===== config.mk =====
export PLATFORM = sky130hd
export DESIGN_NAME = multdiv_wb_ctrl_flat
export DESIGN_NICKNAME = d
export VERILOG_FILES = /design/src/rtl/multdiv_wb_ctrl_if.sv /design/src/rtl/multdiv_wb_ctrl.sv /design/src/flat_wrapper.sv
export SDC_FILE = /design/constraint.sdc
export NUM_CORES = 1
export LEC_CHECK = 0
export BUFFER_PORTS_ARGS = -buffer_cell sky130_fd_sc_hd__clkbuf_2
export CAP_MARGIN = 20
export CELL_PAD_IN_SITES_DETAIL_PLACEMENT = 1
export CELL_PAD_IN_SITES_GLOBAL_PLACEMENT = 1
export CORE_MARGIN = 3
export CORE_UTILIZATION = 23
export DETAILED_ROUTE_END_ITERATION = 8
export PLACE_DENSITY_LB_ADDON = 0.1
export SLEW_MARGIN = 25
export SYNTH_ARGS = -nofsm -noshare
export SYNTH_HDL_FRONTEND = slang
export SYNTH_SLANG_ARGS = --single-unit

===== constraint.sdc =====
create_clock -name clock -period 5 [get_ports clock]
set_input_delay 0.25 -clock clock [delete_from_list [all_inputs] [get_ports clock]]
set_output_delay 0.25 -clock clock [all_outputs]
set_load 0.005 [all_outputs]

===== src/rtl/multdiv_wb_ctrl_if.sv =====
// Write-port and mult/div handshake bundle between the pipeline and the write-back controller.
// No state; the pipeline side drives the master modport and the controller uses the slave modport.
// The controller's stall output is the pipeline's only backpressure.
interface multdiv_wb_ctrl_if #(
    parameter int DATA_W = 32,
    parameter int ADDR_W = 5
);
    logic              alu_we;
    logic [ADDR_W-1:0] alu_waddr;
    logic [DATA_W-1:0] alu_wdata;
    logic              md_start;
    logic              md_is_div;
    logic [ADDR_W-1:0] md_waddr;
    logic              md_result_rdy;
    logic [DATA_W-1:0] md_result;
    logic              md_exception;
    logic              stall;
    logic              md_busy;
    logic              rf_we;
    logic [ADDR_W-1:0] rf_waddr;
    logic [DATA_W-1:0] rf_wdata;

    modport master (
        output alu_we, alu_waddr, alu_wdata,
        output md_start, md_is_div, md_waddr,
        output md_result_rdy, md_result, md_exception,
        input  stall, md_busy, rf_we, rf_waddr, rf_wdata
    );

    modport slave (
        input  alu_we, alu_waddr, alu_wdata,
        input  md_start, md_is_div, md_waddr,
        input  md_result_rdy, md_result, md_exception,
        output stall, md_busy, rf_we, rf_waddr, rf_wdata
    );
endinterface


===== src/rtl/multdiv_wb_ctrl.sv =====
// Register-file write-back arbiter: ALU pass-through, or a captured mult/div destination.
// Zero-latency write port; a mult/div result is written in the cycle md_result_rdy arrives.
// Stalls the pipeline from md_start until the mult/div completes, errors out or times out.
module multdiv_wb_ctrl #(
    parameter int DATA_W       = 32,
    parameter int ADDR_W       = 5,
    parameter int MAX_CYCLES   = 40,
    parameter int RSTATUS_ADDR = 30
) (
    input  logic clock,
    input  logic reset,
    multdiv_wb_ctrl_if.slave wb
);
    typedef enum logic {IDLE, WAIT} state_t;

    localparam logic [5:0]        CNT_LAST  = 6'(MAX_CYCLES - 1);
    localparam logic [ADDR_W-1:0] STATUS_RA = ADDR_W'(RSTATUS_ADDR);
    localparam logic [DATA_W-1:0] CODE_MULT = DATA_W'(4);
    localparam logic [DATA_W-1:0] CODE_DIV  = DATA_W'(5);

    state_t            state;
    logic [ADDR_W-1:0] dest_q;
    logic              div_q;
    logic [5:0]        cnt_q;

    logic              done;
    logic              we_raw;
    logic [ADDR_W-1:0] waddr;
    logic [DATA_W-1:0] wdata;
    logic              stall_c;

    always_comb begin
        done    = 1'b0;
        we_raw  = 1'b0;
        waddr   = wb.alu_waddr;
        wdata   = wb.alu_wdata;
        stall_c = 1'b0;
        case (state)
            IDLE: begin
                if (wb.md_start) stall_c = 1'b1;
                else             we_raw  = wb.alu_we;
            end
            WAIT: begin
                waddr = dest_q;
                wdata = wb.md_result;
                if (wb.md_result_rdy || cnt_q == CNT_LAST) begin
                    done   = 1'b1;
                    we_raw = 1'b1;
                    // A timeout reports like an exception, with the same per-op code.
                    if (!wb.md_result_rdy || wb.md_exception) begin
                        waddr = STATUS_RA;
                        wdata = div_q ? CODE_DIV : CODE_MULT;
                    end
                end else begin
                    stall_c = 1'b1;
                end
            end
            default: ;
        endcase
    end

    // r0 is hardwired; a write in the reset cycle would commit on the reset edge, so drop it.
    assign wb.rf_we    = we_raw && (waddr != '0) && !reset;
    assign wb.rf_waddr = waddr;
    assign wb.rf_wdata = wdata;
    assign wb.stall    = stall_c;
    assign wb.md_busy  = (state == WAIT);

    always_ff @(posedge clock) begin
        if (reset) begin
            state  <= IDLE;
            dest_q <= '0;
            div_q  <= 1'b0;
            cnt_q  <= '0;
        end else begin
            case (state)
                IDLE: begin
                    if (wb.md_start) begin
                        dest_q <= wb.md_waddr;
                        div_q  <= wb.md_is_div;
                        cnt_q  <= '0;
                        state  <= WAIT;
                    end
                end
                WAIT: begin
                    if (done) state <= IDLE;
                    else      cnt_q <= cnt_q + 6'd1;
                end
                default: state <= IDLE;
            endcase
        end
    end
endmodule


===== src/flat_wrapper.sv =====
// flat-port wrapper written by rule: the top's interface ports become plain ports
module multdiv_wb_ctrl_flat 
#(
    parameter int DATA_W       = 32,
    parameter int ADDR_W       = 5,
    parameter int MAX_CYCLES   = 40,
    parameter int RSTATUS_ADDR = 30
)
  (clock, reset, wb_alu_we, wb_alu_waddr, wb_alu_wdata, wb_md_start, wb_md_is_div, wb_md_waddr, wb_md_result_rdy, wb_md_result, wb_md_exception, wb_stall, wb_md_busy, wb_rf_we, wb_rf_waddr, wb_rf_wdata);
  multdiv_wb_ctrl_if #(.DATA_W(DATA_W), .ADDR_W(ADDR_W)) wb_i ();
  input  logic clock;
  input  logic reset;
  input wire logic [$bits(wb_i.alu_we)-1:0] wb_alu_we;
  input wire logic [$bits(wb_i.alu_waddr)-1:0] wb_alu_waddr;
  input wire logic [$bits(wb_i.alu_wdata)-1:0] wb_alu_wdata;
  input wire logic [$bits(wb_i.md_start)-1:0] wb_md_start;
  input wire logic [$bits(wb_i.md_is_div)-1:0] wb_md_is_div;
  input wire logic [$bits(wb_i.md_waddr)-1:0] wb_md_waddr;
  input wire logic [$bits(wb_i.md_result_rdy)-1:0] wb_md_result_rdy;
  input wire logic [$bits(wb_i.md_result)-1:0] wb_md_result;
  input wire logic [$bits(wb_i.md_exception)-1:0] wb_md_exception;
  output wire logic [$bits(wb_i.stall)-1:0] wb_stall;
  output wire logic [$bits(wb_i.md_busy)-1:0] wb_md_busy;
  output wire logic [$bits(wb_i.rf_we)-1:0] wb_rf_we;
  output wire logic [$bits(wb_i.rf_waddr)-1:0] wb_rf_waddr;
  output wire logic [$bits(wb_i.rf_wdata)-1:0] wb_rf_wdata;
  assign wb_i.alu_we = wb_alu_we;
  assign wb_i.alu_waddr = wb_alu_waddr;
  assign wb_i.alu_wdata = wb_alu_wdata;
  assign wb_i.md_start = wb_md_start;
  assign wb_i.md_is_div = wb_md_is_div;
  assign wb_i.md_waddr = wb_md_waddr;
  assign wb_i.md_result_rdy = wb_md_result_rdy;
  assign wb_i.md_result = wb_md_result;
  assign wb_i.md_exception = wb_md_exception;
  assign wb_stall = wb_i.stall;
  assign wb_md_busy = wb_i.md_busy;
  assign wb_rf_we = wb_i.rf_we;
  assign wb_rf_waddr = wb_i.rf_waddr;
  assign wb_rf_wdata = wb_i.rf_wdata;
  multdiv_wb_ctrl #(.DATA_W(DATA_W), .ADDR_W(ADDR_W), .MAX_CYCLES(MAX_CYCLES), .RSTATUS_ADDR(RSTATUS_ADDR)) u_core (.clock(clock), .reset(reset), .wb(wb_i));
endmodule

After elaboration in Yosys (flattened, before gate mapping) --
Index checks and enable logic that the tools add are counted.
Cells by class: equality and inequality tests 3, reductions and logical operators 9, bitwise operators 1, muxes and demuxes 19, add/subtract/negate cells 1
Operator list (number):
- two-way mux 32 bit | 3
- two-way mux 5 bit | 3
- two-way mux 6 bit | 2
- one-hot mux 6 bit (2 select lines) | 1
- two-way mux 1 bit | 7
- adder 6 x 1 -> 6 bit (second input constant) | 1
- == test 6 bit (second input constant) | 1
- one-hot mux 1 bit (2 select lines) | 3
- nonzero test 5 bit | 1
- != test 2 bit (second input constant) | 2
- AND reduction 2 bit | 2
- logical AND 1 bit | 2
- logical NOT 1 bit | 2
- logical OR 1 bit | 2
- NOT 1 bit | 1
Word-level totals: bits in registers 13, logic and storage cells 37, output and inout bits 40

Logic depth before layout (Yosys ltp) --
depth after elaboration 8, depth in mapped cells 7, gate-level depth less buffers 5

Worst setup path before layout --
OpenSTA, ideal clock, no wires.
path type register -> output, start reg u_core.cnt_q[0], end out wb_rf_wdata[25], buffers on the path 2, stages on the path, launching flop included 8, arrival 1.402 ns, slack 3.348 ns, data required time 4.750 ns, path through dfxtp_1 ha_1 and2_4 buf_6 a22oi_2 buf_2 nand3_1 o21ai_0
Between the ends: longest elaborated chain between the ends 4
RTL lines:
- from (decl) | RTL line multdiv_wb_ctrl.sv:24 | logic [5:0] cnt_q;
- from (signal assigned) | RTL line multdiv_wb_ctrl.sv:87 | else cnt_q <= cnt_q + 6'd1;
- == test 6 bit | RTL line multdiv_wb_ctrl.sv:46 | if (wb.md_result_rdy || cnt_q == CNT_LAST) begin
- logical OR 1 bit | RTL line multdiv_wb_ctrl.sv:46
- two-way mux 32 bit | RTL line multdiv_wb_ctrl.sv:46
- two-way mux 32 bit | RTL line multdiv_wb_ctrl.sv:38 | case (state)
- to (decl) | RTL line flat_wrapper.sv:26 | output wire logic [$bits(wb_i.rf_wdata)-1:0] wb_rf_wdata;
No other way between the ends.

Worst setup path after layout --
start reg u_core.cnt_q[0], end out wb_rf_we
Between the ends: longest elaborated chain between the ends 7
RTL lines:
- == test 6 bit (*) | RTL line multdiv_wb_ctrl.sv:46
- logical OR 1 bit (*) | RTL line multdiv_wb_ctrl.sv:46
- two-way mux 5 bit | RTL line multdiv_wb_ctrl.sv:46
- two-way mux 5 bit | RTL line multdiv_wb_ctrl.sv:38
- nonzero test 5 bit | RTL line multdiv_wb_ctrl.sv:63 | assign wb.rf_we = we_raw && (waddr != '0) && !reset;
- logical AND 1 bit (*) (2 in a row) | RTL line multdiv_wb_ctrl.sv:63
- to (decl) | RTL line flat_wrapper.sv:24 | output wire logic [$bits(wb_i.rf_we)-1:0] wb_rf_we;
Mark *: on every way between the ends. The rest lies on a longest branch, timed or not.

==> reports/metrics.yaml <==
port_buffers: 120
global_route.usage.met1_pct: 20.2
synthArstFlopShare_pct: 0
start_util_pct: 24.7
syn2layout_area_growth_pct: 54.8
cp.arrival_ns: 2.58
core.rowCount: 25
drive_gt1_share_pct: 41.7
core_area_um2: 4910
finalPower_mw: 0.334
hold_depth: 3
routedWlPerCell_um: 13.2
rsz0062_at_grt: "false"
ys_types: 28
status: "finished, final reports clean"
grt_pass1_wl_mm: 8.11
yosysMostFrequentCell: "nand3_1"
hold_viol_final: 0
cp_slowest_stage_delay_ns: 0.74
ir_worst_vdd_uv: 122
dp_slack_ns: 2.42
reg2reg_depth: 5
dp.final_hpwl_mm: 4.13
synth_top_area_share_pct: 21.4
path_cells: "ha_1 -> and2_4 -> a22oi_2 -> buf_4 -> a31oi_1 -> o31a_1 -> clkbuf_2"
hold-worst-slack_ns: 0.229
min_period_ns: 2.83
fp.dieW_um: 78.6
slew-limit-headroom_pct: 34.9
yosysSeqAreaShare_pct: 21.4
post-route-period-util_pct: 56.5
drt-total-wl_mm: 5.02
dp_cells: 377
cts.sinks: 13
critical-path-top-delay-family: "compound AO/OA/AOI/OAI gates"
vias_per_cell: 4.67
h-tree-depth: 1
post_cts_resized: 0
timing.fmax_ghz: 0.354
hold_path.class: "input port to flip-flop"
skew_ns: 0.00106
grt_pass1_vias: 1715
critical_path_buf_inv_count: 2
powerDensity_nw_per_um2: 178
final_area_um2: 1880
power.leakage_nw: 1.00
place.gp.congestion: 0.820
grt_use_met2_pct: 26.8
grt_overflow: 0
postCtsHoldBufs: 0
yosys_most_used_dff: "dfxtp_1"
setup.worst_path.start_class: "flip-flop"
cts_buffers: 3
dr.pass1.iters: 4
initialDrtViolationCount: 32
vias: 1778
ant_nets: 0
synth-edff-count: 0
critical_path.endpoint_type: "output pin"
dpl_cell_area_um2: 1830
diodes: 0
die_height_um: 78.6
slew_viol_final: 0
drcViolationCount: 0
grt_antenna_before_repair: 0
cts_tree: "yes"
slowest_stage: "a22oi_2"
setup_viol: 0
synthTopCellsByArea: "dfxtp_1 21%, nand3_1 16%, o21ai_0 12%, inv_1 9.9%, nand2_1 6.5%"
top_usage_layer: "met2"
dieArea_um2: 6180
ys_ff_latch: 13
yosysTopAreaCell: "dfxtp_1"
met3_usage_pct: 3.21
grt_max_degree: 82
stdcell_count: 381
yosysWarnings: 0
post_cts_buffers: 0
cts-root-buf: "clkbuf_8"
synthCells: 204
clk_pin_slew_ns: 0.06
crit_required_ns: 4.75
critPathKind: "flip-flop to output pin"
setup_ws_ns: 2.17
fin_nets: 397
clock_latency_ns: 0.24
synth_common_cells: "38 x nand3_1, 32 x inv_1, 30 x o21ai_0"
path_max_fanout: 23
io_pins: 121
synth_nets: 286
setup_tns_ns: 0
grt.total_usage_pct: 15.8
tightest_slew_ns: 0.977
final_core_util_pct: 38.3
cp.depth: 7
cap_viol_max_count: 0
clock_path_buffers: 2
netlist_area_um2: 1210
avgSynthCellArea_um2: 5.95
==> routing by layer <==
layer  vias up  share of wire [%]  wire (um)
li1        911                  -          -
met1       770                 45       2270
met2        89                 44       2200
met3         8                9.5        475
met4         0                1.4         71
met5         -                  0          0
==> worst min-delay path, cell delays in order <==
cell      delay, ns
clkbuf_2       0.08
nand2_1        0.05
a21oi_1        0.05
==> state kept, by name (all words and copies together) (netlist names) <==
| signal | flops |
|---|---|
| u_core.wb.md_busy | 1 |
| u_core.cnt_q | 6 |
| u_core.dest_q | 5 |
| u_core.div_q | 1 |
==> final cells by class <==
cell class / instances / area [um^2]
Clock buffer: 4 / 45.0
Fill cell: 701 / 3030
Inverter: 32 / 120
Multi-Input combinational cell: 143 / 753
Sequential cell: 13 / 262
Tap cell: 67 / 83.8
Timing Repair Buffer: 122 / 616
==> path summary, 6_finish.rpt <==
check / startpoint / endpoint / slack (ns)
worst max-delay path: u_core.cnt_q[0]$_SDFFE_PP0P_ / wb_rf_we / 2.17
worst min-delay path: wb_md_waddr[1] / u_core.dest_q[1]$_SDFFE_PP0P_ / 0.23
worst max register to register: u_core.wb.md_busy$_SDFF_PP0_ / u_core.cnt_q[2]$_SDFFE_PP0P_ / 3.15
worst min register to register: u_core.dest_q[0]$_SDFFE_PP0P_ / u_core.dest_q[0]$_SDFFE_PP0P_ / 0.45
==> cells in the final DEF (no fill, tap or decap), types with 2 or more instances in the layout <==
cell and count:
clkbuf_2 120, buf_4 2, o21ai_0 30, o22a_1 2
a31oi_1 7, nor2_1 11, nand2b_1 3, inv_1 32
a21oi_1 14, clkbuf_8 3, nand2_1 21, or3_1 2
nor3_1 3, nand3_1 38, dfxtp_1 12
==> cell families (layout without fill, tap and decap cells) <==
kind of cell               after synthesis  count (layout)  share of synthesized area, %
adders and majority gates                1               1                          1.03
AOI/OAI and AO/OA                       60              60                          28.5
buffers and inverters                   48             158                          16.5
DFF                                     13              13                          21.4
and+or+nand+nor                         82              82                          32.6
==> report_power, final <==
part / total, mW / leakage [nW] / switching, mW / internal (mW)
Clock: 0.0949 / 0.0228 / 0.0386 / 0.0563
Combinational: 0.129 / 0.876 / 0.0669 / 0.0616
Sequential: 0.110 / 0.106 / 0.00258 / 0.108
Note: power is estimated with default switching activity, not from simulation.
